## src/rtl/tdm_demux4_pkg.sv

```systemverilog
// Shared constants and FSM encoding for the 4-channel TDM demultiplexer.
package tdm_demux4_pkg;

   localparam int unsigned NUM_CH = 4;

   localparam logic [1:0] SLOT0 = 2'd0;
   localparam logic [1:0] SLOT1 = 2'd1;
   localparam logic [1:0] SLOT2 = 2'd2;
   localparam logic [1:0] SLOT3 = 2'd3;

   typedef enum logic {
      HUNT   = 1'b0,
      LOCKED = 1'b1
   } state_t;

endpackage

```

## src/rtl/tdm_slot_ctrl.sv

```systemverilog
// Framing FSM for the TDM demux: tracks the expected slot, flags framing
// violations and produces a one-hot write enable for the channel datapath.
module tdm_slot_ctrl
   import tdm_demux4_pkg::*;
(
   input  logic                clk,
   input  logic                rst,
   input  logic                i_valid,
   input  logic                i_sync,
   output logic [NUM_CH-1:0]   o_wr_en,
   output logic                o_locked,
   output logic [1:0]          o_slot_ptr,
   output logic                o_sync_err
);

   state_t              r_state;
   state_t              w_state_d;
   logic [1:0]          r_ptr;
   logic [1:0]          w_ptr_d;
   logic                r_sync_err;
   logic                w_err;
   logic [NUM_CH-1:0]   w_wr_en;

   // State, slot pointer and registered error pulse.
   always_ff @(posedge clk or posedge rst) begin
      if (rst) begin
         r_state    <= HUNT;
         r_ptr      <= SLOT0;
         r_sync_err <= 1'b0;
      end else begin
         r_state    <= w_state_d;
         r_ptr      <= w_ptr_d;
         r_sync_err <= w_err;
      end
   end

   // Next-state, pointer advance, write steering and violation detection.
   always_comb begin
      w_state_d = r_state;
      w_ptr_d   = r_ptr;
      w_wr_en   = '0;
      w_err     = 1'b0;
      if (i_valid) begin
         unique case (r_state)
            HUNT: begin
               // Words without sync are silently dropped while hunting.
               if (i_sync) begin
                  w_wr_en   = 4'b0001;
                  w_ptr_d   = SLOT1;
                  w_state_d = LOCKED;
               end
            end
            LOCKED: begin
               if (i_sync) begin
                  // Sync always restarts the frame at slot 0; early sync is an error.
                  w_wr_en = 4'b0001;
                  w_ptr_d = SLOT1;
                  w_err   = (r_ptr != SLOT0);
               end else if (r_ptr == SLOT0) begin
                  w_err     = 1'b1;
                  w_ptr_d   = SLOT0;
                  w_state_d = HUNT;
               end else begin
                  w_wr_en = 4'(4'b0001 << r_ptr);
                  w_ptr_d = r_ptr + 2'd1;
               end
            end
            default: begin
               w_state_d = HUNT;
               w_ptr_d   = SLOT0;
            end
         endcase
      end
   end

   assign o_wr_en    = w_wr_en;
   assign o_locked   = (r_state == LOCKED);
   assign o_slot_ptr = r_ptr;
   assign o_sync_err = r_sync_err;

endmodule

```

## src/rtl/tdm_demux4.sv

```systemverilog
// 4-channel TDM demultiplexer: steers slot words into holding registers and
// publishes each complete frame atomically when slot 3 arrives.
module tdm_demux4
   import tdm_demux4_pkg::*;
#(
   parameter int WIDTH = 8
) (
   input  logic                 clk,
   input  logic                 rst,
   input  logic [WIDTH-1:0]     din,
   input  logic                 din_valid,
   input  logic                 frame_sync,
   output logic [4*WIDTH-1:0]   frame_out,
   output logic                 frame_valid,
   output logic                 locked,
   output logic [1:0]           slot_ptr,
   output logic                 sync_err
);

   logic [NUM_CH-1:0]   w_wr_en;
   logic [WIDTH-1:0]    r_ch0;
   logic [WIDTH-1:0]    r_ch1;
   logic [WIDTH-1:0]    r_ch2;
   logic [4*WIDTH-1:0]  r_frame_out;
   logic                r_frame_valid;

   tdm_slot_ctrl u_slot_ctrl (
      .clk        (clk),
      .rst        (rst),
      .i_valid    (din_valid),
      .i_sync     (frame_sync),
      .o_wr_en    (w_wr_en),
      .o_locked   (locked),
      .o_slot_ptr (slot_ptr),
      .o_sync_err (sync_err)
   );

   // Holding registers for slots 0..2; slot 3 goes straight into the frame.
   always_ff @(posedge clk or posedge rst) begin
      if (rst) begin
         r_ch0 <= '0;
         r_ch1 <= '0;
         r_ch2 <= '0;
      end else begin
         if (w_wr_en[0]) r_ch0 <= din;
         if (w_wr_en[1]) r_ch1 <= din;
         if (w_wr_en[2]) r_ch2 <= din;
      end
   end

   // Frame publish: only a slot-3 write updates frame_out and pulses valid.
   always_ff @(posedge clk or posedge rst) begin
      if (rst) begin
         r_frame_out   <= '0;
         r_frame_valid <= 1'b0;
      end else begin
         r_frame_valid <= w_wr_en[3];
         if (w_wr_en[3]) r_frame_out <= {din, r_ch2, r_ch1, r_ch0};
      end
   end

   assign frame_out   = r_frame_out;
   assign frame_valid = r_frame_valid;

endmodule

```

## config.mk

```make
export PLATFORM = sky130hd
export DESIGN_NAME = tdm_demux4
export DESIGN_NICKNAME = d
export VERILOG_FILES = /design/src/rtl/tdm_demux4_pkg.sv /design/src/rtl/tdm_slot_ctrl.sv /design/src/rtl/tdm_demux4.sv
export SDC_FILE = /design/constraint.sdc
export NUM_CORES = 1
export LEC_CHECK = 0
export ABC_AREA = 1
export ABC_CLOCK_PERIOD_IN_PS = 4900
export BUFFER_PORTS_ARGS = -buffer_cell sky130_fd_sc_hd__buf_2
export CAP_MARGIN = 20
export CORE_ASPECT_RATIO = 0.7
export CORE_MARGIN = 2
export CORE_UTILIZATION = 58
export CTS_CLUSTER_SIZE = 25
export DETAILED_ROUTE_END_ITERATION = 10
export PLACE_DENSITY = 0.84
export SYNTH_ARGS = -nofsm -noshare
export SYNTH_HDL_FRONTEND = slang
export SYNTH_SLANG_ARGS = --single-unit
```

## constraint.sdc

```tcl
create_clock -name clk -period 4.9 [get_ports clk]
set_input_delay 0.98 -clock clk [delete_from_list [all_inputs] [get_ports clk]]
set_output_delay 0.98 -clock clk [all_outputs]
set_load 0.05 [all_outputs]
```

Word-level counts from Yosys, hierarchy flattened

Cells that the tools add are included.

Bits in read-only memories: 0
Register bits: 61
Latch bits: 0
Bits in writable memories: 0
Output and inout port bits: 37
Memories: 0

Order comparisons: 0
Bitwise gates (word level): 1
Add/sub/neg operators: 1
Mux-type cells: 17
Multipliers: 0
Reductions and logical operators: 3
Shift-type cells: 1
Eq/ne operators: 1
Div/mod/pow operators: 0

Operator list:

| kind                                             | number |
|---|---|
| 2-to-1 mux 4 bit                                 | 3 |
| 2-to-1 mux 1 bit                                 | 8 |
| one-hot mux 4 bit (2 select lines)               | 1 |
| 2-to-1 mux 2 bit                                 | 3 |
| one-hot mux 2 bit (2 select lines)               | 1 |
| << shifter 1 x 2 -> 4 bit (first input constant) | 1 |
| adder 2 x 1 -> 2 bit (second input constant)     | 1 |
| zero test 2 bit                                  | 1 |
| inequality test 2 bit (second input constant)    | 1 |
| one-hot mux 1 bit (2 select lines)               | 1 |
| AND reduction 2 bit                              | 1 |
| nonzero test 2 bit                               | 1 |
| inverter 1 bit                                   | 1 |

Depth between registers and ports, before layout

Gate-level depths: netlist of the first run.

Depth in word-level cells: 5
Mapped depth: 7
Gate-level depth less buffers: 7

Modules after synthesis

Synthesis of the first run repeated with hierarchy kept, for this count alone.

Cell total of the unflattened synthesis: 276
Area total of the unflattened synthesis: 2521.2 um^2

By module, submodules not included:

| module        | cells an instance | area an instance (um^2) | seq. area each (um^2) | instances |
|---|---|---|---|---|
| tdm_demux4    | 240               | 2237.1                  | 1426.4                | 1 |
| tdm_slot_ctrl | 36                | 284.0                   | 100.1                 | 1 |

Least setup slack after synthesis of the first run

No wires, ideal clock.

Path type: in2reg
Start point: input din_valid
End point: register r_frame_out[10], in the netlist frame_out[10]
Setup time: 0.119 ns
Data arrival time: 1.530 ns
Stages: 6
Required time: 4.781 ns
Setup slack: 3.250 ns
Cells stage by stage: inv_1 -> nor2_2 -> nand2_2 -> buf_2 -> nand2_1 -> nand2_1

Cells in the longest elaborated chain, start to end: 1

Ends and longest elaborated chain:

| element              | RTL line            | text |
|---|---|---|
| from (decl)          | tdm_demux4.sv:11    | `input logic din_valid,` |
| 2-to-1 mux 4 bit     | tdm_slot_ctrl.sv:43 | `if (i_valid) begin` |
| to (signal assigned) | tdm_demux4.sv:58    | `if (w_wr_en[3]) r_frame_out <= {din, r_ch2, r_ch1, r_ch0};` |
| to (decl)            | tdm_demux4.sv:24    | `logic [4*WIDTH-1:0] r_frame_out;` |

No other way between the ends.
A chain may end at the register's enable or synchronous reset.

Final worst setup path of the first run

Start point: input din_valid
End point: register r_frame_out[2], in the netlist frame_out[2]

The elaborated chain is that of the path after synthesis.

==> impl_metrics.yaml, run 1 <==
run_status:
  status: "finished clean"
critical_path:
  r2r-start: "u_slot_ctrl.o_slot_ptr[1]$_DFFE_PP0P_"
  cp_max_fo: 33
  rrSetupSlack_ps: 2940
  r2r_cells: 6
  crit_top_cell: "nand2_1"
  crit_slowest_cell: "nor2_2"
  r2r_end: "frame_out[2]$_DFFE_PP0P_"
  endpoint_kind: "flip-flop"
  crit_required_ps: 5130
  cp_num_cells: 7
  worstPathCellList: "buf_2, inv_1, nor2_2, buf_4, nand2_2, nand2_1, nand2_1"
  max_stage_delay_ps: 530
  path_class: "input port to flip-flop"
  worstPathArrival_ps: 2870
  crit_path_start_kind: "input port"
  critPathTopFamily: "simple AND/OR/NAND/NOR gates"
  cp.buffers_inverters: 3
global_route:
  track_usage_pct: 24.3
  grt_max_degree: 62
  antenna_found_initial: 0
  grt_pass1_wl_um: 9020
  overflow: 0
  grt_pass1_vias: 1911
hold_path:
  hold_depth: 2
  hold_path_end: "frame_out[16]$_DFFE_PP0P_"
  min_from: "frame_out[16]$_DFFE_PP0P_"
  hold_class: "flip-flop to flip-flop"
cells_and_area:
  fin_cells: 387
  syn_to_final_growth_pct: 16.8
  final_cell_mix: "nand2_1, dfrtp_1, nand3_1"
  drive_above_1_share_pct: 21.7
  final_cell_area_um2: 2950
  layout_commonest_cell: "nand2_1"
  antenna_cells: 0
  nets: 347
timing:
  worstMarginPinSlew_ps: 749
  fin_tns_setup_ps: 0
  fin_ws_ps: 2260
  fin_crit_sh_pct: 53.9
  min_period_ps: 2640
  fmax_ghz: 0.379
  finalMaxSlewViolations: 0
  slew_headroom_pct: 50.1
  rsz0062_at_grt: "no"
  setup_viol: 0
  hold_viol_final: 0
  fin_skew_ps: 8.01
synthesis:
  synthAdderAreaFrac_pct: 2.97
  synth_fp_nets: 300
  ys.warnings.count: 0
  synth.area.top_cells: "dfrtp_1, nand2_1, nand3_1"
  synth_compound_area_share_pct: 0.198
  synth_cells: 282
  synth.top_cell.area_share_pct: 60.5
  synth_area_per_cell_um2: 8.95
  synth-seq-cells: 61
  synth_top_cell_by_area: "dfrtp_1"
  synth-simple-area-share_pct: 31.3
  muxShareOfSynthArea_pct: 0
  synth_top_family_by_area: "simple AND/OR/NAND/NOR gates"
  yosysSeqAreaShare_pct: 60.5
  synth_xor_area_share_pct: 0
  syn-cell-area_um2: 2520
  synth.distinct_cells: 12
power_and_ir_drop:
  p_leak_nw: 1.77
  switching_share_pct: 43.1
  p_int_mw: 1.06
  power.density_nw_per_um2: 633
  clkPwrFrac_pct: 22.4
  power_frac_comb_pct: 36.4
  seq_power_share_pct: 41.2
  peakVddDrop_mv: 0.374
  power.switching_uw: 804
clock_network:
  cts_resized: 0
  cts_setup_buffers: 0
  cts_tree: "built"
  root_buffer: "clkbuf_8"
  ctsHoldBuffers: 0
  cts_buffers: 9
  clkLatencyLatePin_ps: 350
  clkTransAtPathRegs_ps: 60
  cts.sinks: 61
  cts_max_path_buffers: 2
  htreeDepth: 3
floorplanning:
  die_area_um2: 4910
  design.core.area_um2: 4250
  rows: 20
  start_util_pct: 59.4
  io_pins: 49
  die_y_um: 59.2
  dieWidth_um: 82.9
routing:
  drt_iter0_drc: 140
  drc: 0
  vias: 2022
  route.met2.wl_um: 2390
  met1_length_um: 2430
  topRoutingLayerUsed: "met4"
  avgViaCountPerCell: 5.22
  wl_um: 5290
  ant_nets: 0
  wl_met3_um: 398
  wl_per_cell_um: 13.7
  firstDrtPassIters: 5
run:
  cap_violations: 0
place:
  dp_hpwl_um: 3450
  post-place-ws_ps: 1960
  routabilityCongestion: 0.824
  dpl-instance-area_um2: 2770
  portBuffers: 48
  dp.cells: 373
worst max-delay path by stage:
stage,from,to,slack (ps)
CTS,din_valid,frame_out[10]$_DFFE_PP0P_,2320
detailed placement,din_valid,frame_out[23]$_DFFE_PP0P_,1960
floorplan,rst,frame_out[0]$_DFFE_PP0P_,2410
finish,din_valid,frame_out[2]$_DFFE_PP0P_,2260
global route,din_valid,frame_out[29]$_DFFE_PP0P_,2070
global placement,din_valid,frame_out[23]$_DFFE_PP0P_,2050
worst register-to-register path: cells and delay by family (launching register included):
kind	cells	cell delay, ps
buf+inv	1	410
simple gates	4	830
flops	1	440
fa+ha+maj	1	180
sequential cells by signal (all words and copies together), names as in the netlist:
register,flops
frame_out,32
r_ch0,8
r_ch1,8
r_ch2,8
u_slot_ctrl.o_slot_ptr,2
frame_valid,1
u_slot_ctrl.o_locked,1
u_slot_ctrl.o_sync_err,1
metrics by stage:
stage          util, %  hold WS [ps]  power [mW]
2_1_floorplan        -           443        1.29
5_1_grt           69.3           489        1.98
3_5_place_dp      65.1           453        1.45
3_3_place_gp      65.1           451        1.43
4_1_cts           69.3           468        1.88
6_report          69.3           465        1.87
cell type report:
type | instances | area, µm²
Fill cell | 349 | 1310
Timing Repair Buffer | 50 | 255
Tap cell | 55 | 68.8
Inverter | 13 | 48.8
Sequential cell | 61 | 1530
Clock buffer | 12 | 145
Clock inverter | 2 | 35.0
Multi-Input combinational cell | 194 | 870
metal layers:
| layer | up-vias | GRT usage [%] |
|---|---|---|
| li1 | 984 | - |
| met1 | 949 | 32.2 |
| met2 | 80 | 36.6 |
| met3 | 9 | 11.4 |
| met4 | 0 | 6.56 |
| met5 | - | 0 |
power by group through the flow:
stage	combinational [mW]	sequential [mW]	clock (mW)
2_1_floorplan	0.205	1.08	0
3_3_place_gp	0.665	0.766	0
3_5_place_dp	0.682	0.773	0
4_1_cts	0.685	0.767	0.428
5_1_grt	0.737	0.791	0.454
6_report	0.680	0.768	0.419
cell usage after synthesis:
cell type,number
ha_1,6
o21ai_0,1
nor2_2,2
nand2_1,122
nand3_1,58
nand2_2,4
inv_1,10
buf_2,10
nor2_1,1
buf_4,4
dfrtp_1,61
inv_2,3
cells by family (layout without fill, tap and decap cells):
kind of cell    count (synthesis)  count (layout)
flops                          61              61
buf+inv                        27              77
simple gates                  187             187
compound gates                  1               1
fa+ha+maj                       6               6
(Power assumes the default switching activity.)
==> inputs of run 2 (changes only) <==
--- a/config.mk
+++ b/config.mk
@@ -5,16 +5,16 @@
 export SDC_FILE = /design/constraint.sdc
 export NUM_CORES = 1
 export LEC_CHECK = 0
-export ABC_AREA = 1
-export ABC_CLOCK_PERIOD_IN_PS = 4900
+export ABC_AREA = 0
+export ABC_CLOCK_PERIOD_IN_PS = 2500
 export BUFFER_PORTS_ARGS = -buffer_cell sky130_fd_sc_hd__buf_2
 export CAP_MARGIN = 20
 export CORE_ASPECT_RATIO = 0.7
 export CORE_MARGIN = 2
-export CORE_UTILIZATION = 58
+export CORE_UTILIZATION = 54
 export CTS_CLUSTER_SIZE = 25
 export DETAILED_ROUTE_END_ITERATION = 10
-export PLACE_DENSITY = 0.84
+export PLACE_DENSITY = 0.79
 export SYNTH_ARGS = -nofsm -noshare
 export SYNTH_HDL_FRONTEND = slang
 export SYNTH_SLANG_ARGS = --single-unit
==> constraint.sdc (replaced) <==
create_clock -name clk -period 2.5 [get_ports clk]
set_input_delay 0.5 -clock clk [delete_from_list [all_inputs] [get_ports clk]]
set_output_delay 0.5 -clock clk [all_outputs]
set_load 0.05 [all_outputs]
==> impl_metrics.yaml, run 2 <==
critical_path:
  crit_path_start_kind: "flip-flop"
  crit_required_ps: 2720
  cp_max_fo: 33
  worstPathArrival_ps: 2240
  endpoint_kind: "flip-flop"
  path_class: "flip-flop to flip-flop"
synthesis:
  synth_area_per_cell_um2: 17.2
  ys.warnings.count: 0
  synth_top_cell_by_area: "dfrtp_1"
  ys.flop_type: "dfrtp_1"
  synth.area.top_cells: "dfrtp_1, mux2_4, mux2_2"
  syn-cell-area_um2: 2540
  synth_fp_nets: 166
  yosysSeqAreaShare_pct: 60.1
  synth.top_cell.area_share_pct: 60.1
  netlist_top_cells_count: "dfrtp_1, mux2_4, mux2_2"
  synth.distinct_cells: 19
  async_reset_ff_share_pct: 100
  yosysMostFrequentCell: "dfrtp_1"
  synth-seq-cells: 61
  synth_cells: 148
  synth_edf_count: 0
floorplanning:
  die_area_um2: 5280
  rows: 20
  start_util_pct: 57.3
  die_y_um: 61.4
  io_pins: 49
  design.core.area_um2: 4430
  dieWidth_um: 86.0
place:
  portBuffers: 48
  dp.cells: 247
  post-place-ws_ps: 390
  dp_hpwl_um: 3150
  routabilityCongestion: 0.748
timing:
  fin_tns_setup_ps: 0
  min_period_ps: 2030
  finalMaxSlewViolations: 0
  fmax_ghz: 0.493
  worstMarginPinSlew_ps: 827
  fin_skew_ps: 9.82
  slew_headroom_pct: 44.8
  setup_viol: 0
  fin_ws_ps: 472
  hold_viol_final: 0
  fin_crit_sh_pct: 81.1
  rsz0062_at_grt: "no"
  hold-worst-slack_ps: 45.7
run:
  cap_violations: 0
clock_network:
  cts_setup_buffers: 0
  cts_tree: "built"
  clkLatencyLatePin_ps: 340
  clkTransAtPathRegs_ps: 70
  root_buffer: "clkbuf_8"
  htreeDepth: 3
  ctsHoldBuffers: 0
  cts.sinks: 61
  cts_buffers: 9
  cts_resized: 0
  cts_max_path_buffers: 2
power_and_ir_drop:
  power.density_nw_per_um2: 1500
  peakVddDrop_mv: 0.997
  p_leak_nw: 1.60
  total_power_mw: 4.53
global_route:
  antenna_found_initial: 0
  grt_max_degree: 34
  grt_pass1_vias: 1426
  grt_pass1_wl_um: 7350
  track_usage_pct: 19.5
  overflow: 0
routing:
  drc: 0
  vias: 1404
  wl_um: 4600
  drt_iter0_drc: 43
  avgViaCountPerCell: 5.36
  ant_nets: 0
  firstDrtPassIters: 6
  wl_per_cell_um: 17.6
cells_and_area:
  antenna_cells: 0
  fin_cells: 262
  largest_reg_flops: 32
  syn_to_final_growth_pct: 18.8
  nets: 221
  layout_commonest_cell: "dfrtp_1"
  drive_above_1_share_pct: 60.4
  final_cell_mix: "dfrtp_1, buf_2, mux2_4"
run_status:
  status: "finished clean"
hold_path:
  hold_class: "input port to async pin"
==> run 2: stage by stage <==
step / util (%) / area [µm²]
after floorplan: - / 2540
after global placement: 63.3 / 2800
after detailed placement: 63.3 / 2800
after CTS: 68.1 / 3020
after global routing: 68.1 / 3020
final: 68.1 / 3020
==> run 2: critical path: stages (launching register included) <==
cell      delay [ps]
dfrtp_1          460
ha_1             230
nand4b_4         650
mux2_4           550
==> run 2: cell families after synthesis <==
family | Yosys count | share of synthesized area, %
compound gates | 5 | 1.33
fa+ha+maj | 6 | 2.96
buf+inv | 11 | 3.10
flops | 61 | 60.1
mux | 56 | 29.1
simple gates | 9 | 3.40
==> run 2: power breakdown <==
| part | switching [mW] | total (mW) | leakage, nW | internal (mW) |
|---|---|---|---|---|
| Sequential | 0.259 | 1.65 | 0.755 | 1.39 |
| Clock | 0.371 | 0.952 | 0.105 | 0.581 |
| Combinational | 1.25 | 1.92 | 0.743 | 0.671 |
| Total | 1.88 | 4.53 | 1.60 | 2.64 |
==> run 2: routing by layer <==
| metal | wire length, µm | global-route usage [%] | vias to the layer above |
|---|---|---|---|
| met1 | 2050 | 25.2 | 715 |
| met4 | 89 | 8.84 | 0 |
| met2 | 2180 | 30.0 | 51 |
| met3 | 278 | 7.37 | 11 |
| li1 | - | - | 627 |
| met5 | 0 | 0 | - |
==> run 2: area by class of cell <==
class	count	area, µm²
tap	55	68.8
clock buffer	11	141
clock inverter	4	72.6
timing repair buffer	50	255
sequential	61	1530
fill	298	1410
multi-input combinational	76	935
inverter	5	18.8
==> run 2: final timing paths <==
kind                                                        from                                     to  depth (start not counted)  slack [ps]
setup reg to reg           u_slot_ctrl.o_slot_ptr[1]$_DFFE_PP0P_               frame_out[4]$_DFFE_PP0P_                          3         470
hold reg to reg                             r_ch0[1]$_DFFE_PP0P_               frame_out[1]$_DFFE_PP0P_                          1         500
setup / recovery           u_slot_ctrl.o_slot_ptr[1]$_DFFE_PP0P_               frame_out[4]$_DFFE_PP0P_                          3         470
min in group clk                                          din[2]                   r_ch1[2]$_DFFE_PP0P_                          2         440
hold / removal                                               rst  u_slot_ctrl.o_slot_ptr[0]$_DFFE_PP0P_                          2          50
max in group asynchronous                                    rst                   r_ch2[7]$_DFFE_PP0P_                          3        1850
==> inputs of run 3 (changes only) <==
--- a/config.mk
+++ b/config.mk
@@ -6,15 +6,15 @@
 export NUM_CORES = 1
 export LEC_CHECK = 0
 export ABC_AREA = 0
-export ABC_CLOCK_PERIOD_IN_PS = 2500
+export ABC_CLOCK_PERIOD_IN_PS = 1700
 export BUFFER_PORTS_ARGS = -buffer_cell sky130_fd_sc_hd__buf_2
 export CAP_MARGIN = 20
 export CORE_ASPECT_RATIO = 0.7
 export CORE_MARGIN = 2
-export CORE_UTILIZATION = 54
+export CORE_UTILIZATION = 49
 export CTS_CLUSTER_SIZE = 25
 export DETAILED_ROUTE_END_ITERATION = 10
-export PLACE_DENSITY = 0.79
+export PLACE_DENSITY = 0.76
 export SYNTH_ARGS = -nofsm -noshare
 export SYNTH_HDL_FRONTEND = slang
 export SYNTH_SLANG_ARGS = --single-unit
==> constraint.sdc (replaced) <==
create_clock -name clk -period 1.7 [get_ports clk]
set_input_delay 0.34 -clock clk [delete_from_list [all_inputs] [get_ports clk]]
set_output_delay 0.34 -clock clk [all_outputs]
set_load 0.05 [all_outputs]
==> impl_metrics.yaml, run 3 (synthesized netlist as in run 2, its figures left out) <==
run_status:
  status: "finished clean"
timing:
  slew_headroom_pct: 71.7
  rsz0062_at_grt: "no"
  finalMaxSlewViolations: 0
  hold_viol_final: 0
  fin_skew_ps: 3.92
  fmax_ghz: 0.617
  fin_crit_sh_pct: 95.4
  setup_viol: 0
  worstMarginPinSlew_ps: 424
  hold-worst-slack_ps: 63.4
  fin_tns_setup_ps: 0
  min_period_ps: 1620
routing:
  drc: 0
  drt_iter0_drc: 51
  avgViaCountPerCell: 5.00
  wl_per_cell_um: 16.4
  wl_um: 4560
  ant_nets: 0
  vias: 1391
  firstDrtPassIters: 4
global_route:
  antenna_found_initial: 0
  grt_pass1_vias: 1491
  track_usage_pct: 17.9
  grt_pass1_wl_um: 7680
  overflow: 0
  grt_max_degree: 62
clock_network:
  htreeDepth: 3
  cts_resized: 0
  clkTransAtPathRegs_ps: 70
  root_buffer: "clkbuf_8"
  cts_tree: "built"
  cts_buffers: 9
  cts_max_path_buffers: 2
  ctsHoldBuffers: 0
  clkLatencyLatePin_ps: 330
  cts_setup_buffers: 0
  cts.sinks: 61
critical_path:
  r2r_cells: 4
  crit_path_start_kind: "flip-flop"
  rrSetupSlack_ps: 120
  r2r_end: "r_ch2[7]$_DFFE_PP0P_"
  critPathTopFamily: "flip-flops"
  worstPathArrival_ps: 1280
  cp.buffers_inverters: 1
  path_class: "flip-flop to output pin"
  crit_required_ps: 1360
  max_stage_delay_ps: 600
  r2r-start: "u_slot_ctrl.o_slot_ptr[0]$_DFFE_PP0P_"
  worstPathCellList: "buf_2"
  cp_max_fo: 11
  endpoint_kind: "output pin"
  crit_slowest_cell: "dfrtp_1"
floorplanning:
  dieWidth_um: 90.1
  design.core.area_um2: 4890
  die_y_um: 64.2
  rows: 21
  io_pins: 49
  die_area_um2: 5780
  start_util_pct: 52.0
cells_and_area:
  final_cell_mix: "dfrtp_1, buf_2, mux2_4"
  syn_to_final_growth_pct: 21.0
  largest_reg_flops: 32
  drive_above_1_share_pct: 61.7
  nets: 222
  layout_commonest_cell: "dfrtp_1"
  antenna_cells: 0
power_and_ir_drop:
  peakVddDrop_mv: 1.22
  p_leak_nw: 1.61
  power.density_nw_per_um2: 2160
place:
  portBuffers: 48
  routabilityCongestion: 0.704
  dp_hpwl_um: 3120
hold_path:
  hold_class: "input port to async pin"
run:
  cap_violations: 0
## run 3: stage by stage
stage               cells  setup WS [ps]  util, %  total power, mW  area (µm²)
CTS                   278           72.5     62.9             6.70        3070
floorplan             148           7.29        -             4.66        2540
finish                278           78.5     62.9             6.64        3070
detailed placement    262            124     58.5             5.31        2860
global route          278           40.2     62.9             6.94        3070
global placement      262            194     58.5             5.19        2860
## run 3: metal layers
layer	track usage, %	up-vias	part of all wire, %
met5	0	-	0
met4	7.50	0	1.4
met3	6.37	10	5.4
met2	28.1	42	47
met1	22.8	701	46
li1	-	638	-
## run 3: worst max path at each step
| stage | start | to | cells past startpoint |
|---|---|---|---|
| finish | u_slot_ctrl.o_locked$_DFFE_PP0P_ | locked | 1 |
| global route | u_slot_ctrl.o_locked$_DFFE_PP0P_ | locked | 1 |
| CTS | u_slot_ctrl.o_locked$_DFFE_PP0P_ | locked | 1 |
| detailed placement | u_slot_ctrl.o_slot_ptr[0]$_DFFE_PP0P_ | r_ch2[7]$_DFFE_PP0P_ | 4 |
| global placement | u_slot_ctrl.o_slot_ptr[0]$_DFFE_PP0P_ | r_ch2[4]$_DFFE_PP0P_ | 4 |
| floorplan | u_slot_ctrl.o_slot_ptr[0]$_DFFE_PP0P_ | r_ch2[0]$_DFFE_PP0P_ | 4 |
## run 3: worst min-delay path, cell delays in order
cell and delay, ps:
buf_2 110, clkinvlp_4 70, buf_12 270
## run 3: layout make-up
type	count	area (µm²)
Multi-Input combinational cell	76	935
Timing Repair Buffer	51	288
Inverter	5	22.5
Clock inverter	7	90.1
Clock buffer	9	124
Tap cell	69	86.3
Fill cell	388	1810
Sequential cell	61	1530
## run 3: power breakdown
group	leakage, nW	switching, mW	total, mW	internal [mW]
registers	0.753	0.380	2.43	2.05
logic	0.753	1.84	2.84	0.995
clock network	0.105	0.556	1.37	0.816
total	1.61	2.78	6.64	3.86
